--- config.mk ---
export PLATFORM = sky130hd
export DESIGN_NAME = sdram_port_scheduler
export DESIGN_NICKNAME = d
export VERILOG_FILES = /design/src/rtl/sdram_sched_pkg.sv /design/src/rtl/sdram_rr_arbiter.sv /design/src/rtl/sdram_port_scheduler.sv
export SDC_FILE = /design/constraint.sdc
export NUM_CORES = 1
export LEC_CHECK = 0
export ABC_AREA = 1
export CAP_MARGIN = 20
export CORE_ASPECT_RATIO = 1.75
export CORE_UTILIZATION = 45
export DETAILED_ROUTE_END_ITERATION = 10
export PLACE_DENSITY = 0.72
export SETUP_SLACK_MARGIN = 0.5
export SKIP_CTS_REPAIR_TIMING = 1
export SLEW_MARGIN = 20
export SYNTH_ARGS = -nofsm -noshare
export SYNTH_HDL_FRONTEND = slang
export SYNTH_HIERARCHICAL = 1
export SYNTH_SLANG_ARGS = --single-unit
--- constraint.sdc ---
create_clock -name CLK -period 5.25 [get_ports CLK]
set_input_delay 1.05 -clock CLK [delete_from_list [all_inputs] [get_ports CLK]]
set_output_delay 1.05 -clock CLK [all_outputs]
set_load 0.02 [all_outputs]
--- src/rtl/sdram_sched_pkg.sv ---
// Shared types for the SDRAM burst scheduler: FSM state encoding and the
// helper that sizes the concatenated write/read port index.
package sdram_sched_pkg;

  typedef enum logic [1:0] {
    IDLE = 2'd0,
    REQ  = 2'd1,
    WAIT = 2'd2
  } state_e;

  function automatic int sched_idx_w(input int n);
    return (n > 1) ? $clog2(n) : 1;
  endfunction

endpackage

--- src/rtl/sdram_rr_arbiter.sv ---
// N-request one-hot arbiter. RR_MODE=1 searches upward from a rotating pointer;
// RR_MODE=0 is plain lowest-index-wins.
module sdram_rr_arbiter
  import sdram_sched_pkg::*;
#(
  parameter int N       = 4,
  parameter int RR_MODE = 1,
  parameter int IW      = sched_idx_w(N)
) (
  input  logic         clk_i,
  input  logic         rst_i,
  input  logic [N-1:0] req_i,
  input  logic         take_i,
  output logic [N-1:0] gnt_o,
  output logic         any_o
);

  logic [IW-1:0] ptr_q, ptr_d;
  logic [IW-1:0] idx;
  logic          found;
  int            pos;

  always_comb begin
    found = 1'b0;
    idx   = '0;
    gnt_o = '0;
    pos   = 0;
    for (int k = 0; k < N; k++) begin
      pos = (RR_MODE != 0) ? int'(ptr_q) + k : k;
      if (pos >= N) pos = pos - N;
      if (!found && req_i[pos]) begin
        found      = 1'b1;
        idx        = IW'(pos);
        gnt_o[pos] = 1'b1;
      end
    end
  end

  assign any_o = found;
  assign ptr_d = (idx == IW'(N - 1)) ? '0 : idx + IW'(1);

  always_ff @(posedge clk_i or posedge rst_i) begin
    if (rst_i) begin
      ptr_q <= '0;
    end else if (take_i && found) begin
      ptr_q <= ptr_d;
    end
  end

endmodule

--- src/rtl/sdram_port_scheduler.sv ---
// N-port burst scheduler: per-port address/length registers, eligibility, arbitration, one burst at a time.
// IDLE | waiting for an eligible port    REQ | CMD_REQ held until CMD_ACK    WAIT | data phase until XFER_DONE
module sdram_port_scheduler
  import sdram_sched_pkg::*;
#(
  parameter int NW       = 2,
  parameter int NR       = 2,
  parameter int ASIZE    = 22,
  parameter int LSIZE    = 9,
  parameter int RD_DEPTH = 512,
  parameter int RR_MODE  = 1,
  parameter int DEF_LEN  = 256
) (
  input  logic                CLK,
  input  logic                RESET,
  input  logic [NW-1:0]       WR_LOAD,
  input  logic [NW*ASIZE-1:0] WR_START,
  input  logic [NW*ASIZE-1:0] WR_MAX,
  input  logic [NW*LSIZE-1:0] WR_LEN,
  input  logic [NW*LSIZE-1:0] WR_LEVEL,
  input  logic [NR-1:0]       RD_LOAD,
  input  logic [NR*ASIZE-1:0] RD_START,
  input  logic [NR*ASIZE-1:0] RD_MAX,
  input  logic [NR*LSIZE-1:0] RD_LEN,
  input  logic [NR*LSIZE-1:0] RD_LEVEL,
  output logic                CMD_REQ,
  output logic                CMD_WRITE,
  output logic [ASIZE-1:0]    CMD_ADDR,
  output logic [LSIZE-1:0]    CMD_LEN,
  input  logic                CMD_ACK,
  input  logic                XFER_DONE,
  output logic [NW-1:0]       WR_GNT,
  output logic [NR-1:0]       RD_GNT,
  output logic                BUSY
);

  localparam int N = NW + NR;
  localparam logic [LSIZE:0]   DEPTH_E = (LSIZE + 1)'(RD_DEPTH);
  localparam logic [LSIZE-1:0] DEF_L   = LSIZE'(DEF_LEN);

  state_e           state_q, state_d;
  logic             cmd_write_q, cmd_write_d;
  logic [ASIZE-1:0] cmd_addr_q, cmd_addr_d;
  logic [LSIZE-1:0] cmd_len_q, cmd_len_d;
  logic [NW-1:0]    wr_gnt_q, wr_gnt_d;
  logic [NR-1:0]    rd_gnt_q, rd_gnt_d;

  logic [ASIZE-1:0] wr_addr_q [NW];
  logic [LSIZE-1:0] wr_len_q  [NW];
  logic [ASIZE-1:0] rd_addr_q [NR];
  logic [LSIZE-1:0] rd_len_q  [NR];

  logic [N-1:0] elig;
  logic [N-1:0] arb_gnt;
  logic         arb_any;
  logic         done_fire;

  // Wider arithmetic keeps max - len from wrapping; a region shorter than one burst always wraps.
  function automatic logic [ASIZE-1:0] next_addr(input logic [ASIZE-1:0] addr,
                                                 input logic [ASIZE-1:0] start,
                                                 input logic [ASIZE-1:0] max,
                                                 input logic [LSIZE-1:0] len);
    logic [ASIZE:0]   a_e, m_e, l_e;
    logic [ASIZE-1:0] res;
    a_e = {1'b0, addr};
    m_e = {1'b0, max};
    l_e = (ASIZE + 1)'(len);
    res = start;
    if ((m_e >= l_e) && (a_e < m_e - l_e)) res = addr + ASIZE'(len);
    return res;
  endfunction

  assign done_fire = (state_q == WAIT) && XFER_DONE;

  always_ff @(posedge CLK or posedge RESET) begin
    if (RESET) begin
      for (int i = 0; i < NW; i++) begin
        wr_addr_q[i] <= '0;
        wr_len_q[i]  <= DEF_L;
      end
      for (int j = 0; j < NR; j++) begin
        rd_addr_q[j] <= '0;
        rd_len_q[j]  <= DEF_L;
      end
    end else begin
      for (int i = 0; i < NW; i++) begin
        if (WR_LOAD[i]) begin
          wr_addr_q[i] <= WR_START[i*ASIZE +: ASIZE];
          wr_len_q[i]  <= WR_LEN[i*LSIZE +: LSIZE];
        end else if (done_fire && wr_gnt_q[i]) begin
          wr_addr_q[i] <= next_addr(wr_addr_q[i], WR_START[i*ASIZE +: ASIZE],
                                    WR_MAX[i*ASIZE +: ASIZE], wr_len_q[i]);
        end
      end
      for (int j = 0; j < NR; j++) begin
        if (RD_LOAD[j]) begin
          rd_addr_q[j] <= RD_START[j*ASIZE +: ASIZE];
          rd_len_q[j]  <= RD_LEN[j*LSIZE +: LSIZE];
        end else if (done_fire && rd_gnt_q[j]) begin
          rd_addr_q[j] <= next_addr(rd_addr_q[j], RD_START[j*ASIZE +: ASIZE],
                                    RD_MAX[j*ASIZE +: ASIZE], rd_len_q[j]);
        end
      end
    end
  end

  // Read ports need room in their FIFO rather than data.
  always_comb begin
    elig = '0;
    for (int i = 0; i < NW; i++) begin
      elig[i] = !WR_LOAD[i] && (wr_len_q[i] != '0) &&
                ({1'b0, WR_LEVEL[i*LSIZE +: LSIZE]} >= {1'b0, wr_len_q[i]});
    end
    for (int j = 0; j < NR; j++) begin
      elig[NW+j] = !RD_LOAD[j] && (rd_len_q[j] != '0) &&
                   ((DEPTH_E - {1'b0, RD_LEVEL[j*LSIZE +: LSIZE]}) >= {1'b0, rd_len_q[j]});
    end
  end

  sdram_rr_arbiter #(
    .N       (N),
    .RR_MODE (RR_MODE)
  ) u_arb (
    .clk_i  (CLK),
    .rst_i  (RESET),
    .req_i  (elig),
    .take_i (state_q == IDLE),
    .gnt_o  (arb_gnt),
    .any_o  (arb_any)
  );

  always_ff @(posedge CLK or posedge RESET) begin
    if (RESET) begin
      state_q     <= IDLE;
      cmd_write_q <= 1'b0;
      cmd_addr_q  <= '0;
      cmd_len_q   <= '0;
      wr_gnt_q    <= '0;
      rd_gnt_q    <= '0;
    end else begin
      state_q     <= state_d;
      cmd_write_q <= cmd_write_d;
      cmd_addr_q  <= cmd_addr_d;
      cmd_len_q   <= cmd_len_d;
      wr_gnt_q    <= wr_gnt_d;
      rd_gnt_q    <= rd_gnt_d;
    end
  end

  always_comb begin
    state_d     = state_q;
    cmd_write_d = cmd_write_q;
    cmd_addr_d  = cmd_addr_q;
    cmd_len_d   = cmd_len_q;
    wr_gnt_d    = wr_gnt_q;
    rd_gnt_d    = rd_gnt_q;
    case (state_q)
      IDLE: begin
        if (arb_any) begin
          state_d     = REQ;
          cmd_write_d = |arb_gnt[NW-1:0];
          cmd_addr_d  = '0;
          cmd_len_d   = '0;
          for (int i = 0; i < NW; i++) begin
            if (arb_gnt[i]) begin
              cmd_addr_d = wr_addr_q[i];
              cmd_len_d  = wr_len_q[i];
            end
          end
          for (int j = 0; j < NR; j++) begin
            if (arb_gnt[NW+j]) begin
              cmd_addr_d = rd_addr_q[j];
              cmd_len_d  = rd_len_q[j];
            end
          end
          wr_gnt_d = arb_gnt[NW-1:0];
          rd_gnt_d = arb_gnt[N-1:NW];
        end
      end
      REQ: begin
        if (CMD_ACK) state_d = WAIT;
      end
      WAIT: begin
        if (XFER_DONE) begin
          state_d  = IDLE;
          wr_gnt_d = '0;
          rd_gnt_d = '0;
        end
      end
      default: state_d = IDLE;
    endcase
  end

  assign CMD_REQ   = (state_q == REQ);
  assign CMD_WRITE = cmd_write_q;
  assign CMD_ADDR  = cmd_addr_q;
  assign CMD_LEN   = cmd_len_q;
  assign WR_GNT    = wr_gnt_q;
  assign RD_GNT    = rd_gnt_q;
  assign BUSY      = (state_q != IDLE);

endmodule

Word level (Yosys, flattened, before mapping) --
Index checks and enable logic that the tools add are counted.
Cells by class: $lt $le $gt $ge 24, multiplexer cells 65, reduce and logical (&&, ||, !) cells 47, $add $sub $neg 18, bitwise gates (word level) 3, equal/unequal tests 6
Operators by type and width (count):
- 22-bit 2-to-1 mux | 16
- 32-bit by 1-bit greater-or-equal comparator with 1-bit output (second input constant) | 4
- 32-bit by 4-bit less-than comparator with 1-bit output (second input constant) | 4
- 32-bit 2-to-1 mux | 4
- 32-bit by 4-bit greater-or-equal comparator with 1-bit output (second input constant) | 3
- 32-bit by 4-bit subtractor with 32-bit output (second input constant) | 3
- 22-bit by 23-bit less-than comparator with 1-bit output | 4
- 22-bit by 9-bit subtractor with 23-bit output | 4
- 22-bit by 9-bit adder with 22-bit output | 4
- 22-bit by 9-bit greater-or-equal comparator with 1-bit output | 4
- 9-bit 2-to-1 mux | 4
- 9-bit nonzero test | 4
- 1-bit logical AND | 25
- 10-bit by 9-bit greater-or-equal comparator with 1-bit output | 2
- 2-bit 2-to-1 mux | 10
- 10-bit by 9-bit subtractor with 10-bit output (first input constant) | 2
- 9-bit greater-or-equal comparator | 2
- 1-bit 2-to-1 mux | 16
- 4-bit 2-to-1 mux | 4
- 4-bit bitwise OR | 3
- 2-bit nonzero test | 6
- 1-bit binary-select mux with 2-bit select | 4
- 1-bit demux with 2-bit select | 4
- 2-bit one-hot mux with 2 select lines | 2
- 15 further kinds | 25
Word-level totals: input port bits 256, output and inout bits 38, bits in registers 164, word-level logic and storage cells 178

Depth between registers and ports, before layout --
Gate-level depths: netlist (run 1).
depth in word-level cells 20, gate-level depth with buffers 30, gate-level depth less buffers 28

Cells and area by module --
The synthesis (run 1) kept the hierarchy.
By module, submodules not included:
- sdram_port_scheduler | area an instance 17669.4 µm², cells an instance 2625, instances 1, sequential area each 4058.9 µm²
- sdram_rr_arbiter | area an instance 599.3 µm², cells an instance 97, instances 1, sequential area each 50.0 µm²

Worst setup path before layout (run 1) --
OpenSTA, ideal clock, no wires.
path kind input to register, from in RD_LEVEL[0], to reg cmd_addr_q[13] (netlist: CMD_ADDR[13]), data required time 5.115 ns, stages on the path 26, arrival 4.484 ns, library setup time 0.135 ns, setup slack 0.632 ns, path buffers 2, path through inv_1 ha_1 nand3_1 or3_1 xnor2_1 inv_1 ha_1 nand2_1 o21ai_0 nand2_1 a221oi_1 nand2_1 nand2_1 nand2_1 nand2_1 inv_1 nor2_2 nand2_1 o2111ai_1 buf_2 clkinv_1 nand2_1 clkbuf_1 o221ai_1 o211ai_1 o211ai_1
On the way: elaborated cells between the ends (all ways) 37, classes of those cells add/sub: 1; order compare: 1; mux: 24; bitwise: 3; reduce/logical: 8
RTL lines:
- start, declared | line sdram_port_scheduler.sv:25 | input logic [NR*LSIZE-1:0] RD_LEVEL,
- 10-bit by 9-bit subtractor with 10-bit output (*) | line sdram_port_scheduler.sv:116 | ((DEPTH_E - {1'b0, RD_LEVEL[j*LSIZE +: LSIZE]}) >= {1'b0, rd_len_q[j]});
- 10-bit by 9-bit greater-or-equal comparator with 1-bit output (*) | line sdram_port_scheduler.sv:116
- 1-bit logical AND (*) | line sdram_port_scheduler.sv:115 | elig[NW+j] = !RD_LOAD[j] && (rd_len_q[j] != '0) &&
- net elig[2] | line sdram_port_scheduler.sv:53 | logic [N-1:0] elig;
- 1-bit binary-select mux with 2-bit select | line sdram_rr_arbiter.sv:31 | if (!found && req_i[pos]) begin
- 1-bit 2-to-1 mux (implied by the code) (2 in a row) | line sdram_rr_arbiter.sv:31
- 1-bit 2-to-1 mux | line sdram_rr_arbiter.sv:31
- 1-bit zero test | line sdram_rr_arbiter.sv:31
- (+3 left out)
- 1-bit logical AND | line sdram_rr_arbiter.sv:31
- 1-bit 2-to-1 mux | line sdram_rr_arbiter.sv:31
- 1-bit zero test | line sdram_rr_arbiter.sv:31
- 1-bit logical AND | line sdram_rr_arbiter.sv:31
- 4-bit 2-to-1 mux (*) | line sdram_rr_arbiter.sv:31
- net arb_gnt[1] | line sdram_port_scheduler.sv:54 | logic [N-1:0] arb_gnt;
- 22-bit 2-to-1 mux (*) | line sdram_port_scheduler.sv:165 | if (arb_gnt[i]) begin
- 22-bit 2-to-1 mux (*) (2 in a row) | line sdram_port_scheduler.sv:171 | if (arb_gnt[NW+j]) begin
- end signal, assigned | line sdram_port_scheduler.sv:143 | cmd_addr_q <= cmd_addr_d;
- end, declared | line sdram_port_scheduler.sv:43 | logic [ASIZE-1:0] cmd_addr_q, cmd_addr_d;
The timed path passes the listed nets; every way through them passes the cells marked *. The select of a mux whose other input is x is not followed. A chain may end at the register's enable or synchronous reset.

Final worst setup path (run 1) --
from in RD_LEVEL[2], to reg cmd_addr_q[1] (netlist: CMD_ADDR[1])
Same word-level chain as after synthesis.

==> results of run 1 <==
[kinds of logic (layout without fill, tap and decap cells)]
family,count (synthesis),in the layout
compound gates,347,347
xor+xnor,155,155
fa+ha+maj,210,210
buf+inv,472,791
flops,164,164
simple gates,1374,1375
[metrics by stage]
stage | instance area, µm² | total power [µW] | utilization (%) | setup WS (ns) | cells
6_report | 23200 | 9650 | 57.9 | 0.585 | 3537
5_1_grt | 23200 | 10300 | 57.9 | 0.378 | 3537
4_1_cts | 22500 | 8890 | 56.3 | 0.432 | 3517
3_5_place_dp | 21900 | 7500 | 54.7 | -0.0469 | 3485
3_3_place_gp | 21900 | 7380 | 54.7 | 0.0941 | 3485
2_1_floorplan | 18300 | 5390 | - | 0.632 | 2722
[registers in the layout, indices dropped and copies added, names as in the netlist, 9 cells and up]
signal	cells
CMD_ADDR	22
CMD_LEN	9
rd_addr_q	44
wr_len_q	18
rd_len_q	18
wr_addr_q	44
[final cells by class]
class | instances | area, µm²
repair buffers | 369 | 3690
multi-input cells | 2087 | 12700
clock buffers | 17 | 425
well taps | 495 | 619
clock inverters | 15 | 191
fillers | 3866 | 16900
flip-flops and latches | 164 | 4110
inverters | 390 | 1480
[synthesized netlist by cell type (8+ instances only)]
cell type | n | area (µm²)
nand3b_1 | 8 | 60.1
nand3_1 | 242 | 1210
nor3_1 | 35 | 175
o221ai_1 | 20 | 175
o211ai_1 | 65 | 488
inv_1 | 362 | 1360
buf_2 | 25 | 125
nor2_1 | 156 | 586
inv_2 | 24 | 90.1
o21ai_0 | 85 | 425
nand3_2 | 11 | 110
nor2_2 | 9 | 56.3
dfrtp_1 | 160 | 4000
ha_1 | 202 | 2530
a31oi_1 | 9 | 56.3
clkbuf_1 | 39 | 146
nand4_1 | 103 | 644
buf_1 | 9 | 33.8
xor2_1 | 107 | 937
fa_1 | 8 | 160
xnor2_1 | 48 | 420
nand2_1 | 737 | 2770
a21oi_1 | 131 | 656
nor4_1 | 13 | 81.3
nand2_2 | 33 | 206
[per-layer routing]
layer / vias to the layer above / track usage (%)
li1: 9627 / -
met1: 9316 / 33.5
met2: 793 / 62.7
met3: 249 / 4.32
met4: 0 / 24.4
met5: - / 0
[power by group]
group          internal (µW)  switching, µW
combinational           2530           3500
clock                    761            612
sequential              1600            659
total                   4880           4770
[path summary, 6_finish.rpt]
path	from	end	slack, ns	depth (start not counted)
worst max-delay path	RD_LEVEL[2]	CMD_ADDR[1]	0.59	25
worst min-delay path	state_q[0]	state_q[1]	0.52	1
worst max register to register	wr_len_q[10]	CMD_LEN[6]	1.13	23
worst min register to register	state_q[0]	state_q[1]	0.52	1
max in group asynchronous	RESET	wr_addr_q[37]	2.96	3
min in group asynchronous	RESET	u_arb/ptr_q[1]	0.86	2
[cell usage in the layout (no fill, tap or decap), drive strengths merged, types with 2 or more instances in the layout]
master,count
nand2,772
inv,396
clkdlybuf4s50,291
nand3,255
ha,202
nor2,171
dfrtp,160
a21oi,132
xor2,107
nand4,106
o21ai,91
buf,72
o211ai,65
xnor2,48
nor3,38
clkbuf,21
o221ai,20
nor4,13
nand3b,9
a31oi,9
fa,8
o21bai,7
a211oi,6
or2,5
clkinvlp,4
dfstp,4
o2111ai,4
o21a,3
bufinv,3
a21o,2
nor3b,2
a31o,2
and2,2
o31ai,2
dlymetal6s2s,2
clkinv,2
a21boi,2
==> run_results.csv, run 1 <==
group,metric,value,unit
clocking,clkTransAtPathRegs,0.08,ns
global_routing,track_usage,33.3,%
place,dp.final_hpwl,57000,µm
floorplanning,dieHeight,269,µm
drt,detail_route.iter0.violations,1080,
power,power.ir.vdd_worst,0.294,mV
logic_synthesis,mappedNetlistArea,18300,µm²
logic_synthesis,post_synth_inst_count,2722,
timing,max_freq,214,MHz
logic_synthesis,synthXorXnorAreaFrac,7.43,%
timing,final_critical_path_time_including_i_o_delays_and_setup,4.66,ns
clocking,cts_inserted_buffers,17,
critical_path,worst-setup-path-type,"in -> reg",
critical_path,cp_data_required_time,5.64,ns
critical_path,critPathMostFrequentCell,"nand2_1",
clocking,cts_max_level,4,
timing,finalSetupViolCount,0,
logic_synthesis,postSynth.asyncResetShare,100,%
final_layout,area_delta_synth_final,26.9,%
critical_path,category_of_cells_accounting_for_the_largest_share_of_critical_path_delay,"simple AND/OR/NAND/NOR gates",
critical_path,cp_num_buf_inv,6,
timing,slew-limit-headroom,45.9,%
critical_path,worst-endpoint-arrival,5.05,ns
logic_synthesis,synthSimpleGateAreaFrac,33.8,%
logic_synthesis,synth_enable_flop_cells,0,
logic_synthesis,syn-num-nets,3188,
floorplanning,std_cell_rows,97,
clocking,tritoncts_clock_tree,"yes",
critical_path,path_max_fanout,17,
final_layout,final_layout_size_suffix_gt1_share,8.97,%
timing,hold_violations,0,
drt,dr_wl_met2,36500,µm
final_layout,finish.net_count,3495,
final_layout,number_of_antenna_diodes,0,
timing,clock_skew,0.0128,ns
critical_path,type_of_element_capturing_the_critical_path,"flip-flop",
hold_path,hold_path.class,"reg -> reg",
floorplanning,fp.dieArea,41400,µm²
power,power.static_leakage,0.0115,µW
clocking,cts.sink_count,164,
critical_path,worst_path_max_delay_cell,"clkdlybuf4s50_1",
timing,period_utilization,88.9,%
logic_synthesis,synth_top_family_by_area,"simple AND/OR/NAND/NOR gates",
drt,firstDrtPassIters,5,
logic_synthesis,synth_sequential_area_ratio,22.5,%
clocking,ctsRootBufferMaster,"clkbuf_16",
drt,drt-wirelength-per-cell,19.8,µm
timing,fin_tns_setup,0,ns
global_routing,grt_pass1_vias,19604,
floorplanning,effective_utilization_at_floorplan,45.6,%
timing,worstMarginPinSlew,0.809,ns
global_routing,antenna_found_initial,0,
logic_synthesis,yosysWarningCount,6,
clocking,clockBufferDepth,2,
drt,wl_met1,24500,µm
critical_path,critical_path.startpoint_type,"primary input",
drt,routed-wl-met3,3650,µm
place,io_buffers,293,
global_routing,globalRouteOverflowTotal,0,
outcome,outcome,"complete, no violations",
place,finalWeightedCongestion,0.991,
clocking,clk-insertion-delay-late,0.47,ns
timing,slew_limit_fails,0,
floorplanning,num_io_pins,294,
logic_synthesis,mux_share_of_post_synthesis_cell_area,0,%
job,cap_violations,0,
critical_path,critical_path.max_stage_delay,0.45,ns
global_routing,grt_first_pass_wirelength,105000,µm
floorplanning,core_area,40100,µm²
global_routing,maximum_number_of_pins_on_one_net_before_global_route_repair,80,
floorplanning,die_width,154,µm
drt,postRouteWirelength,70100,µm
power,powerDensity,416,nW/µm²
logic_synthesis,synth_fa_ha_area_share,14.7,%
logic_synthesis,count_of_distinct_cell_types_in_the_synthesized_netlist,58,
logic_synthesis,post_synth_top_flop,"dfrtp_1",
drt,num_vias,19985,
logic_synthesis,flops_latches_synth,164,
drt,ant_nets_after_route,0,
timing,holdWs,0.524,ns
drt,detail_route.drc_violations,0,
drt,route.top_layer_used,"met4",
logic_synthesis,syn-mean-instance-area,6.71,µm²
logic_synthesis,synth_compound_gate_area_share,11.4,%
drt,post_drt_via_cell_ratio,5.65,
timing,grt_setup_unrepaired,"true",
Power figures use the tool's default switching activity.
==> run 2, diff against run 1 <==
Settings changed: CORE_MARGIN set to 8, REMOVE_ABC_BUFFERS set to 1.
==> run 2 against run 1 <==
Against the previous run:
- combinational power down 3.8%
- die area up 15%
- worst hold slack got worse by 0.0034 ns
- first-iteration DRC count grew 39%
- critical path depth decreased by 2
- final area shrank 0.78%
- register-to-register slack is essentially flat
- core utilization shrank 0.45 points
- clock-buffer cell count increased by 3
==> run_results.csv, run 2 (synthesis gave the netlist of run 1 again) <==
group,metric,value,unit
critical_path,worst-setup-path-type,"in -> reg",
global_routing,grt_pass1_vias,20216,
critical_path,worst-endpoint-arrival,4.92,ns
floorplanning,die_width,168,µm
critical_path,path_max_fanout,11,
timing,slew_limit_fails,0,
clocking,cts_inserted_buffers,17,
timing,finalSetupViolCount,0,
critical_path,type_of_element_capturing_the_critical_path,"flip-flop",
clocking,cts.sink_count,164,
timing,grt_setup_unrepaired,"true",
global_routing,maximum_number_of_pins_on_one_net_before_global_route_repair,83,
hold_path,hold_path_depth,1,
critical_path,worst_path_max_delay_cell,"fa_1",
timing,max_freq,221,MHz
floorplanning,dieHeight,283,µm
global_routing,track_usage,29.1,%
clocking,clockBufferDepth,2,
critical_path,cp_data_required_time,5.65,ns
power,power.static_leakage,0.0114,µW
power,power.sequential.fraction,24.0,%
timing,fin_tns_setup,0,ns
job,cap_violations,0,
timing,slew-limit-headroom,44.2,%
drt,postRouteWirelength,71500,µm
drt,drt-wirelength-per-cell,20.2,µm
clocking,clk-insertion-delay-late,0.46,ns
place,place_worst_setup_slack,-0.0916,ns
power,comb_power_share,62.3,%
timing,final_critical_path_time_including_i_o_delays_and_setup,4.52,ns
final_layout,number_of_antenna_diodes,0,
final_layout,layout.cells.most_common_list,"nand2_1, inv_1, clkdlybuf4s50_1, nand3_1, ha_1",
timing,clock_skew,0.0116,ns
clocking,clkTransAtPathRegs,0.07,ns
timing,hold_violations,0,
drt,post_drt_via_cell_ratio,5.66,
critical_path,reg2reg_depth,21,
critical_path,cp_num_buf_inv,4,
power,power.ir.vdd_worst,0.252,mV
timing,period_utilization,86.1,%
floorplanning,fp.dieArea,47600,µm²
power,share_clk_of_total_power,13.7,%
place,dp.final_hpwl,58500,µm
final_layout,stdcell_area,23000,µm²
final_layout,area_delta_synth_final,25.9,%
clocking,tritoncts_clock_tree,"yes",
critical_path,crit_chain,"clkdlybuf4s50_1 -> inv_1 -> ha_1 -> inv_1 -> fa_1 -> nand2_1 -> nand3_1 -> nand3_1 -> nand2_1 -> a31oi_1 -> inv_1 -> a21oi_1 -> xor2_1 -> ha_1 -> a21oi_1 -> o21ai_0 -> a21oi_1 -> nor3_2 -> nor2_4 -> nand3_2 -> nand2_2 -> nand3_1 -> nand2_1",
drt,firstDrtPassIters,5,
global_routing,grt_first_pass_wirelength,108000,µm
final_layout,final_common_cell,"nand2_1",
global_routing,antenna_found_initial,0,
critical_path,critical_path.startpoint_type,"primary input",
clocking,cts_max_level,4,
final_layout,final_layout_size_suffix_gt1_share,8.39,%
hold_path,hold_path.class,"reg -> reg",
floorplanning,effective_utilization_at_floorplan,45.6,%
critical_path,critical_path.max_stage_delay,0.41,ns
clocking,ctsRootBufferMaster,"clkbuf_16",
drt,ant_nets_after_route,0,
floorplanning,core_area,40100,µm²
critical_path,category_of_cells_accounting_for_the_largest_share_of_critical_path_delay,"simple AND/OR/NAND/NOR gates",
power,power.switching,4580,µW
drt,detail_route.iter0.violations,1505,
place,io_buffers,293,
floorplanning,num_io_pins,294,
floorplanning,std_cell_rows,97,
power,powerDensity,404,nW/µm²
global_routing,globalRouteOverflowTotal,0,
final_layout,finish.net_count,3493,
drt,detail_route.drc_violations,0,
timing,worstMarginPinSlew,0.836,ns
timing,fin_ws,0.729,ns
power,power.internal,4720,µW
critical_path,worstSetupPathDepth,23,
outcome,outcome,"complete, no violations",
place,finalWeightedCongestion,0.976,
place,place_area,21900,µm²
drt,num_vias,20002,
power,power_switching_share,49.3,%
==> run 2: cell count changes in the layout (fill, tap and decap cells not counted), moves of 4 or more <==
cell,change
o221ai_1,+6
nand3_2,+4
inv_6,-6
o221ai_2,-6
nand2_2,-5
nand2_1,+5
==> run 2: power by group through the flow <==
stage	Clock, µW	Combinational, µW	Sequential (µW)
finish	1270	5790	2230
global route	1330	6360	2230
CTS	1280	5240	2200
detailed placement	0	5220	2210
global placement	0	5070	2230
floorplan	0	3220	2020
==> run 2: worst paths after layout <==
path                                  start        endpoint  slack [ns]
worst min-delay path             state_q[0]      state_q[1]        0.52
worst min register to register   state_q[0]      state_q[1]        0.52
worst max-delay path              RD_MAX[0]   rd_addr_q[30]        0.73
worst max register to register  rd_len_q[9]   rd_addr_q[30]        1.14
max in group asynchronous             RESET     rd_len_q[8]        3.10
min in group asynchronous             RESET  u_arb/ptr_q[0]        0.92
==> run 2: layout make-up <==
class | count | area, µm²
clock buffer | 20 | 437
clock inverter | 12 | 133
fill | 3871 | 17000
inverter | 390 | 1480
multi-input combinational | 2088 | 12600
sequential | 164 | 4110
tap | 495 | 619
timing repair buffer | 366 | 3630
==> run 2: through the flow <==
stage	hold slack, ns	std cells	util (%)	power (µW)
floorplan	0.475	2640	-	5240
global placement	0.493	3489	54.7	7290
detailed placement	0.503	3489	54.7	7430
CTS	0.518	3521	56.2	8720
global route	0.541	3535	57.4	9920
finish	0.520	3535	57.4	9300
==> run 2: routing by layer <==
layer	vias up	GRT usage, %	part of all wire, %
li1	9621	-	-
met1	9324	29.2	35
met2	800	53.8	51
met3	257	4.71	5.7
met4	0	21.0	7.9
met5	-	0	0
==> run 3, diff against run 2 <==
Settings changed: CAP_MARGIN 20 to unset.
==> results of run 3 <==
No change in the layout: final DEF, timing and power equal those of run 2.
